$ cat src/rtl/pipe_stage_ctrl_if.sv
// Handshake and bus bundle between the pipeline stage modules and pipe_stage_ctrl.
// The master modport is the stage side; the slave modport is the controller.
interface pipe_stage_ctrl_if #(
    parameter int STAGES = 5,
    parameter int BUS_W  = 192,
    parameter int CNT_W  = 32
);
    logic                          fetch_en;
    logic [STAGES-1:0]             stage_over;
    logic [STAGES-1:0]             flush_mask;
    logic [(STAGES-1)*BUS_W-1:0]   stage_bus;
    logic                          cnt_clr;
    logic [STAGES-1:0]             stage_valid;
    logic [STAGES-1:0]             allow_in;
    logic [STAGES-2:0]             fire;
    logic                          next_fetch;
    logic [(STAGES-1)*BUS_W-1:0]   bus_r;
    logic [STAGES*CNT_W-1:0]       stall_cnt;
    logic [CNT_W-1:0]              flush_cnt;

    modport master (
        output fetch_en, stage_over, flush_mask, stage_bus, cnt_clr,
        input  stage_valid, allow_in, fire, next_fetch, bus_r, stall_cnt, flush_cnt
    );

    modport slave (
        input  fetch_en, stage_over, flush_mask, stage_bus, cnt_clr,
        output stage_valid, allow_in, fire, next_fetch, bus_r, stall_cnt, flush_cnt
    );
endinterface

$ cat src/rtl/pipe_stage_ctrl.sv
// Parametrised pipeline control: per-stage valid bits, allow_in/over handshake chain,
// inter-stage bus latches, per-stage flush and saturating stall/flush counters.
module pipe_stage_ctrl #(
    parameter int STAGES = 5,
    parameter int BUS_W  = 192,
    parameter int CNT_W  = 32
) (
    input  logic             clk,
    input  logic             resetn,
    pipe_stage_ctrl_if.slave ctrl
);
    localparam int NB = (STAGES-1)*BUS_W;

    logic [STAGES-1:0]       stage_valid_r;
    logic [NB-1:0]           bus_q_r;
    logic [STAGES*CNT_W-1:0] stall_cnt_r;
    logic [CNT_W-1:0]        flush_cnt_r;

    logic [STAGES-1:0]       over_q_s;
    logic [STAGES-1:0]       allow_in_s;
    logic [STAGES-2:0]       fire_s;
    logic [STAGES-1:0]       stall_s;
    logic                    flush_any_s;
    logic                    chain_s;

    function automatic logic [CNT_W-1:0] sat_inc(input logic [CNT_W-1:0] v);
        if (&v) begin
            return v;
        end else begin
            return v + {{(CNT_W-1){1'b0}}, 1'b1};
        end
    endfunction

    // Handshake chain: allow_in ripples from writeback back towards fetch in one cycle.
    always_comb begin
        over_q_s    = stage_valid_r & ctrl.stage_over;
        flush_any_s = |ctrl.flush_mask;
        allow_in_s  = '0;
        fire_s      = '0;
        stall_s     = '0;
        chain_s     = ~stage_valid_r[STAGES-1] | over_q_s[STAGES-1];
        allow_in_s[STAGES-1] = chain_s;
        for (int i = STAGES-2; i >= 1; i--) begin
            chain_s       = ~stage_valid_r[i] | (over_q_s[i] & chain_s);
            allow_in_s[i] = chain_s;
        end
        // A flush anywhere redirects fetch, so stage 0 is released regardless of downstream.
        allow_in_s[0] = (over_q_s[0] & chain_s) | flush_any_s;
        for (int i = 0; i <= STAGES-2; i++) begin
            fire_s[i]  = over_q_s[i] & allow_in_s[i+1];
            stall_s[i] = stage_valid_r[i] & ~fire_s[i];
        end
        stall_s[STAGES-1] = stage_valid_r[STAGES-1] & ~over_q_s[STAGES-1];
    end

    // Valid registers: flush of a stage beats an incoming handoff; stage 0 tracks fetch_en.
    always_ff @(posedge clk) begin
        if (!resetn) begin
            stage_valid_r <= '0;
        end else begin
            stage_valid_r[0] <= ctrl.fetch_en;
            for (int i = 1; i < STAGES; i++) begin
                if (ctrl.flush_mask[i]) begin
                    stage_valid_r[i] <= 1'b0;
                end else if (allow_in_s[i]) begin
                    stage_valid_r[i] <= fire_s[i-1];
                end else begin
                    stage_valid_r[i] <= stage_valid_r[i];
                end
            end
        end
    end

    // Bus latches capture on every handoff, even when the receiving stage is being flushed.
    always_ff @(posedge clk) begin
        if (!resetn) begin
            bus_q_r <= '0;
        end else begin
            for (int i = 0; i < STAGES-1; i++) begin
                if (fire_s[i]) begin
                    bus_q_r[i*BUS_W +: BUS_W] <= ctrl.stage_bus[i*BUS_W +: BUS_W];
                end else begin
                    bus_q_r[i*BUS_W +: BUS_W] <= bus_q_r[i*BUS_W +: BUS_W];
                end
            end
        end
    end

    // Saturating stall and flush counters; a clear request wins over a same-cycle increment.
    always_ff @(posedge clk) begin
        if (!resetn) begin
            stall_cnt_r <= '0;
            flush_cnt_r <= '0;
        end else if (ctrl.cnt_clr) begin
            stall_cnt_r <= '0;
            flush_cnt_r <= '0;
        end else begin
            for (int i = 0; i < STAGES; i++) begin
                if (stall_s[i]) begin
                    stall_cnt_r[i*CNT_W +: CNT_W] <= sat_inc(stall_cnt_r[i*CNT_W +: CNT_W]);
                end else begin
                    stall_cnt_r[i*CNT_W +: CNT_W] <= stall_cnt_r[i*CNT_W +: CNT_W];
                end
            end
            if (flush_any_s) begin
                flush_cnt_r <= sat_inc(flush_cnt_r);
            end else begin
                flush_cnt_r <= flush_cnt_r;
            end
        end
    end

    assign ctrl.stage_valid = stage_valid_r;
    assign ctrl.allow_in    = allow_in_s;
    assign ctrl.fire        = fire_s;
    assign ctrl.next_fetch  = allow_in_s[0];
    assign ctrl.bus_r       = bus_q_r;
    assign ctrl.stall_cnt   = stall_cnt_r;
    assign ctrl.flush_cnt   = flush_cnt_r;
endmodule

$ cat src/flat_wrapper.sv
// flat-port wrapper written by rule: the top's interface ports become plain ports
module pipe_stage_ctrl_flat 
#(
    parameter int STAGES = 5,
    parameter int BUS_W  = 192,
    parameter int CNT_W  = 32
)
  (clk, resetn, ctrl_fetch_en, ctrl_stage_over, ctrl_flush_mask, ctrl_stage_bus, ctrl_cnt_clr, ctrl_stage_valid, ctrl_allow_in, ctrl_fire, ctrl_next_fetch, ctrl_bus_r, ctrl_stall_cnt, ctrl_flush_cnt);
  pipe_stage_ctrl_if #(.STAGES(STAGES), .BUS_W(BUS_W), .CNT_W(CNT_W)) ctrl_i ();
  input  logic clk;
  input  logic resetn;
  input wire logic [$bits(ctrl_i.fetch_en)-1:0] ctrl_fetch_en;
  input wire logic [$bits(ctrl_i.stage_over)-1:0] ctrl_stage_over;
  input wire logic [$bits(ctrl_i.flush_mask)-1:0] ctrl_flush_mask;
  input wire logic [$bits(ctrl_i.stage_bus)-1:0] ctrl_stage_bus;
  input wire logic [$bits(ctrl_i.cnt_clr)-1:0] ctrl_cnt_clr;
  output wire logic [$bits(ctrl_i.stage_valid)-1:0] ctrl_stage_valid;
  output wire logic [$bits(ctrl_i.allow_in)-1:0] ctrl_allow_in;
  output wire logic [$bits(ctrl_i.fire)-1:0] ctrl_fire;
  output wire logic [$bits(ctrl_i.next_fetch)-1:0] ctrl_next_fetch;
  output wire logic [$bits(ctrl_i.bus_r)-1:0] ctrl_bus_r;
  output wire logic [$bits(ctrl_i.stall_cnt)-1:0] ctrl_stall_cnt;
  output wire logic [$bits(ctrl_i.flush_cnt)-1:0] ctrl_flush_cnt;
  assign ctrl_i.fetch_en = ctrl_fetch_en;
  assign ctrl_i.stage_over = ctrl_stage_over;
  assign ctrl_i.flush_mask = ctrl_flush_mask;
  assign ctrl_i.stage_bus = ctrl_stage_bus;
  assign ctrl_i.cnt_clr = ctrl_cnt_clr;
  assign ctrl_stage_valid = ctrl_i.stage_valid;
  assign ctrl_allow_in = ctrl_i.allow_in;
  assign ctrl_fire = ctrl_i.fire;
  assign ctrl_next_fetch = ctrl_i.next_fetch;
  assign ctrl_bus_r = ctrl_i.bus_r;
  assign ctrl_stall_cnt = ctrl_i.stall_cnt;
  assign ctrl_flush_cnt = ctrl_i.flush_cnt;
  pipe_stage_ctrl #(.STAGES(STAGES), .BUS_W(BUS_W), .CNT_W(CNT_W)) u_core (.clk(clk), .resetn(resetn), .ctrl(ctrl_i));
endmodule
$ cat config.mk
export PLATFORM = sky130hd
export DESIGN_NAME = pipe_stage_ctrl_flat
export DESIGN_NICKNAME = d
export VERILOG_FILES = /design/src/rtl/pipe_stage_ctrl_if.sv /design/src/rtl/pipe_stage_ctrl.sv /design/src/flat_wrapper.sv
export SDC_FILE = /design/constraint.sdc
export NUM_CORES = 2
export LEC_CHECK = 0
export ABC_AREA = 1
export ABC_CLOCK_PERIOD_IN_PS = 5150
export CELL_PAD_IN_SITES_DETAIL_PLACEMENT = 1
export CELL_PAD_IN_SITES_GLOBAL_PLACEMENT = 1
export CORE_AREA = 2 2 676 678
export DETAILED_ROUTE_END_ITERATION = 10
export DIE_AREA = 0 0 678 680
export PLACE_DENSITY_LB_ADDON = 0.1
export RECOVER_POWER = 25
export SLEW_MARGIN = 10
export SYNTH_ARGS = -nofsm -noshare
export SYNTH_HDL_FRONTEND = slang
export SYNTH_SLANG_ARGS = --single-unit
$ cat constraint.sdc
create_clock -name clk -period 5.15 [get_ports clk]
set_input_delay 0.7725 -clock clk [delete_from_list [all_inputs] [get_ports clk]]
set_output_delay 0.7725 -clock clk [all_outputs]
set_load 0.005 [all_outputs]
* Yosys cells after proc, flatten, opt, wreduce, memory -nomap -nowiden
Index checks and enable logic that the tools add are counted.
Storage, ports and cells: input bits 782, logic and storage cells 70, output and inout port bits 975, bits in registers 965
Operators by class: bitwise operators 31, reduce and logical (&&, ||, !) cells 18, $add $sub $neg 6
Operators by type and width (number):
- 32-bit by 1-bit adder with 32-bit output, second input constant | 6
- 32-bit AND reduction | 6
- 1-bit NOT | 16
- 2-bit AND reduction | 6
- 2-bit OR reduction | 5
- 1-bit bitwise AND | 9
- 5-bit bitwise AND | 1
- 1-bit OR | 5
- 5-bit OR reduction | 1

* Logic depth before layout (Yosys ltp)
word-level depth 12, depth in mapped cells 14, mapped depth without buffers 13

* Worst setup path after synthesis
OpenSTA, ideal clock, no wires.
path kind input -> output, start input ctrl_stage_over[4], end output ctrl_allow_in[0], setup slack 2374 ps, buffers on the path 2, data arrival time 2004 ps, required time 4378 ps, stages 12, cell sequence inv_1 > nand2_1 > nand2_2 > nand2_4 > nand2_4 > nand2_4 > nand2_4 > nand2_4 > nand2_8 > clkbuf_1 > nand3_1 > buf_4
On the way: cells in the longest elaborated chain, start to end 10
RTL lines:
- from (decl) | line flat_wrapper.sv:13 | input wire logic [$bits(ctrl_i.stage_over)-1:0] ctrl_stage_over;
- 5-bit bitwise AND | line pipe_stage_ctrl.sv:36 | over_q_s = stage_valid_r & ctrl.stage_over;
- 1-bit OR | line pipe_stage_ctrl.sv:41 | chain_s = ~stage_valid_r[STAGES-1] | over_q_s[STAGES-1];
- named net ctrl_allow_in[4] | line flat_wrapper.sv:18 | output wire logic [$bits(ctrl_i.allow_in)-1:0] ctrl_allow_in;
- 1-bit bitwise AND | line pipe_stage_ctrl.sv:44 | chain_s = ~stage_valid_r[i] | (over_q_s[i] & chain_s);
- 1-bit OR | line pipe_stage_ctrl.sv:44
- named net ctrl_allow_in[3] | line flat_wrapper.sv:18
- 1-bit bitwise AND | line pipe_stage_ctrl.sv:44
- 1-bit OR | line pipe_stage_ctrl.sv:44
- named net ctrl_allow_in[2] | line flat_wrapper.sv:18
- 1-bit bitwise AND | line pipe_stage_ctrl.sv:44
- 1-bit OR | line pipe_stage_ctrl.sv:44
- named net u_core.chain_s | line pipe_stage_ctrl.sv:24 | logic chain_s;
- 1-bit bitwise AND | line pipe_stage_ctrl.sv:48 | allow_in_s[0] = (over_q_s[0] & chain_s) | flush_any_s;
- 1-bit OR | line pipe_stage_ctrl.sv:48
- to (decl) | line flat_wrapper.sv:18
The timed path passes the listed nets, and every way through them passes these cells.

* Worst setup path in the final report
start input ctrl_stage_over[4], end output ctrl_fire[0]
On the way: cells in the longest elaborated chain, start to end 9
RTL lines:
- 5-bit bitwise AND | line pipe_stage_ctrl.sv:36
- 1-bit OR | line pipe_stage_ctrl.sv:41
- 1-bit bitwise AND | line pipe_stage_ctrl.sv:44
- 1-bit OR | line pipe_stage_ctrl.sv:44
- 1-bit bitwise AND | line pipe_stage_ctrl.sv:44
- 1-bit OR | line pipe_stage_ctrl.sv:44
- 1-bit bitwise AND | line pipe_stage_ctrl.sv:44
- 1-bit OR | line pipe_stage_ctrl.sv:44
- 1-bit bitwise AND | line pipe_stage_ctrl.sv:50 | fire_s[i] = over_q_s[i] & allow_in_s[i+1];
- to (decl) | line flat_wrapper.sv:19 | output wire logic [$bits(ctrl_i.fire)-1:0] ctrl_fire;
Every way passes these cells.

==> flow_metrics.env <==
export IMPL_cts_resized=0
export IMPL_crit_path_end_kind="output port"
export IMPL_io_pins=1757
export IMPL_yosysUniqueCellTypes=38
export IMPL_grt_overflow=0
export IMPL_insertion_delay_ps=900
export IMPL_rows=248
export IMPL_die_area_sq_mm=0.461
export IMPL_synth_commonest_cells="nor2_1, dfxtp_1, o21ai_0, nand2_1, clkbuf_1"
export IMPL_synth_edff_count=0
export IMPL_fin_skew_ps=66.5
export IMPL_io_buffers=1756
export IMPL_grtUsageMet1_pct=15.8
export IMPL_post_cts_setup_buffers=0
export IMPL_cp_start_kind="input pin"
export IMPL_max_cap_viol_count=4
export IMPL_p_total_w=0.0205
export IMPL_crit_start="ctrl_stage_over[4]"
export IMPL_wl_per_cell_um=27.8
export IMPL_ff2ff_path_depth=10
export IMPL_cts_root_buf="clkbuf_16"
export IMPL_post_route_drc_count=0
export IMPL_whs_path_depth=3
export IMPL_numCtsBuffers=160
export IMPL_hold_violations=0
export IMPL_clk_pin_slew_ps=50
export IMPL_final_layout_size_suffix_gt1_share_pct=4.93
export IMPL_grt_max_degree=149
export IMPL_vias=43500
export IMPL_outcome="finished, violations left"
export IMPL_avgSynthCellArea_sq_um=7.23
export IMPL_viasPerCell=3.31
export IMPL_fmax_mhz=214
export IMPL_power_leakage_nw=23.2
export IMPL_synth_seq_area_share_pct=50.6
export IMPL_worst_slew_pin_slew_ps=2550
export IMPL_cp_endpoint="ctrl_fire[0]"
export IMPL_setup_tns_final_ps=0
export IMPL_synth_most_common_cell="nor2_1"
export IMPL_required_ps=4380
export IMPL_area_growth_pct=77.9
export IMPL_syn_cell_area_sq_mm=0.0381
export IMPL_synthesis_nets=6063
export IMPL_fin_cells=13100
export IMPL_cts_buffer_depth=4
export IMPL_netlist_area_leader_share_pct=50.6
export IMPL_fp_dieH_um=680
export IMPL_grt_setup_unrepaired="false"
export IMPL_cts_tree="done"
export IMPL_firstDrtPassIters=5
export IMPL_min_period_ps=4670
export IMPL_cts_max_level=4
export IMPL_relSlewSlack_pct=-70.3
export IMPL_die_w_um=678
export IMPL_synth_flop_cell="dfxtp_1"
export IMPL_cp_max_fo=19
export IMPL_drt_iter0_markers=1960
export IMPL_numPlacedInstances=12800
export IMPL_synth_cells=5275
export IMPL_yosys_warnings=0
export IMPL_core_area_sq_mm=0.454
export IMPL_grt_util_met2_pct=28.7
export IMPL_grtUsageTotal_pct=15.2
export IMPL_postCtsHoldBufs=0
export IMPL_placed_area_sq_mm=0.0627
export IMPL_power_density_mw_per_mm2=302
export IMPL_ys_async_sr_fraction_pct=0
export IMPL_fin_area_sq_mm=0.0679
export IMPL_synth_seq_cells=965
export IMPL_timing_rr_start="u_core.ctrl.stage_valid[3]"
export IMPL_timing_rr_end="u_core.ctrl.bus_r[531]"
export IMPL_antenna_left=0
export IMPL_reg2reg_slack_ps=990
export IMPL_yosys_area_top_type="dfxtp_1"
export IMPL_gp_congestion=0.908
export IMPL_maxSlewViolCount=248
export IMPL_use_met3_pct=5.59
export IMPL_wl_um=366000
export IMPL_busiest_layer="met2"
export IMPL_fin_crit_sh_pct=90.7
export IMPL_violations="capacitance limit, slew limit"
export IMPL_hpwl_um=299000
export IMPL_initial_utilization_pct=8.40
export IMPL_antenna_found_initial=250
export IMPL_arrival_ps=3900
export IMPL_grt_pass1_vias=44600
export IMPL_finalSetupViolCount=0
export IMPL_synth_area_leaders="dfxtp_1, nor2_1, o21ai_0, nand2_1, a21oi_1"
export IMPL_hold_class="input pin to flip-flop"
export IMPL_vdd_drop_max_mv=0.229
export IMPL_worst_setup_path_type="input pin to output port"
export IMPL_clock_sinks=965
export IMPL_nNetsFinal=7754
export IMPL_grt_pass1_wl_um=467000
-- cell usage in the layout (no fill, tap or decap), types with 5 or more instances in the layout --
| master | count |
|---|---|
| nand4_1 | 51 |
| clkbuf_16 | 161 |
| xnor2_1 | 32 |
| nand3b_1 | 18 |
| inv_6 | 8 |
| clkdlybuf4s50_1 | 1420 |
| nand2_1 | 697 |
| clkbuf_8 | 37 |
| o21ai_0 | 783 |
| buf_12 | 13 |
| clkbuf_1 | 51 |
| diode_2 | 69 |
| and2_1 | 5 |
| clkinv_2 | 12 |
| nor2_1 | 1797 |
| dfxtp_1 | 965 |
| inv_1 | 153 |
| o21ai_1 | 19 |
| nor3_1 | 78 |
| a21oi_1 | 166 |
| dlygate4sd3_1 | 335 |
| ha_1 | 6 |
| buf_4 | 72 |
| xor2_1 | 69 |
| nand3_2 | 5 |
| nor2_2 | 13 |
| nand3_1 | 70 |
-- worst max-delay path, cell delays in order --
cell and delay [ps]:
dlygate4sd3_1 870, inv_1 90, nand2_1 220, nand2_8 130, nand2_1 280, nand2_8 120, nand2_4 120, nand2_8 100
nand2_4 110, nand2_8 150, inv_8 240, clkdlybuf4s50_1 570
-- how the worst min path moves through the flow --
stage / startpoint / endpoint / slack, ps
after floorplan: u_core.ctrl.stall_cnt[97] / u_core.ctrl.stall_cnt[97] / 470
after global placement: u_core.ctrl.bus_r[64] / u_core.ctrl.bus_r[64] / 460
after detailed placement: u_core.ctrl.bus_r[329] / u_core.ctrl.bus_r[329] / 470
after CTS: resetn / u_core.ctrl.bus_r[680] / 250
after global routing: resetn / u_core.ctrl.bus_r[633] / 290
final: resetn / u_core.ctrl.bus_r[633] / 310
-- cells by family (layout without fill, tap and decap cells) --
family / count (synthesis) / after routing / share of synthesized area, %
other cells: 0 / 69 / 0
fa+ha+maj: 6 / 6 / 0.197
buf+inv: 477 / 2280 / 5.49
flops: 965 / 965 / 50.6
simple gates: 2751 / 2751 / 28.5
compound gates: 975 / 975 / 12.8
xor+xnor: 101 / 101 / 2.32
-- flip-flops by register name, indices dropped and copies added (netlist names) --
signal                   cells
u_core.ctrl.bus_r          768
u_core.ctrl.stage_valid      5
u_core.ctrl.flush_cnt       32
u_core.ctrl.stall_cnt      160
-- report_power, final --
group / internal [W] / switching [W]
Combinational: 0.000852 / 0.000874
Sequential: 0.00758 / 0.0000748
Clock: 0.00649 / 0.00461
Total: 0.0149 / 0.00556
-- routing by layer --
layer / wire (um) / up-vias
met4: 10500 / 68
met5: 437 / -
met3: 30600 / 573
met1: 132000 / 20900
li1: - / 20400
met2: 192000 / 1532
-- area by class of cell --
class                      instances  area [sq um]
fill                           53800        386000
multi-input combinational       3833         16800
clock buffer                     246          4720
timing repair buffer            1845         18400
inverter                         161           627
clock inverter                    28           350
antenna                           69           173
sequential                       965         19300
tap                             6000          7510
-- per-stage QoR --
stage	util [%]	worst slack, ps	hold slack (ps)
3_3_place_gp	13.8	621	464
4_1_cts	14.9	590	251
6_report	14.9	481	311
5_1_grt	14.9	296	294
2_1_floorplan	-	2370	468
3_5_place_dp	13.8	592	471
No activity file was read; power rests on OpenSTA's default activity.
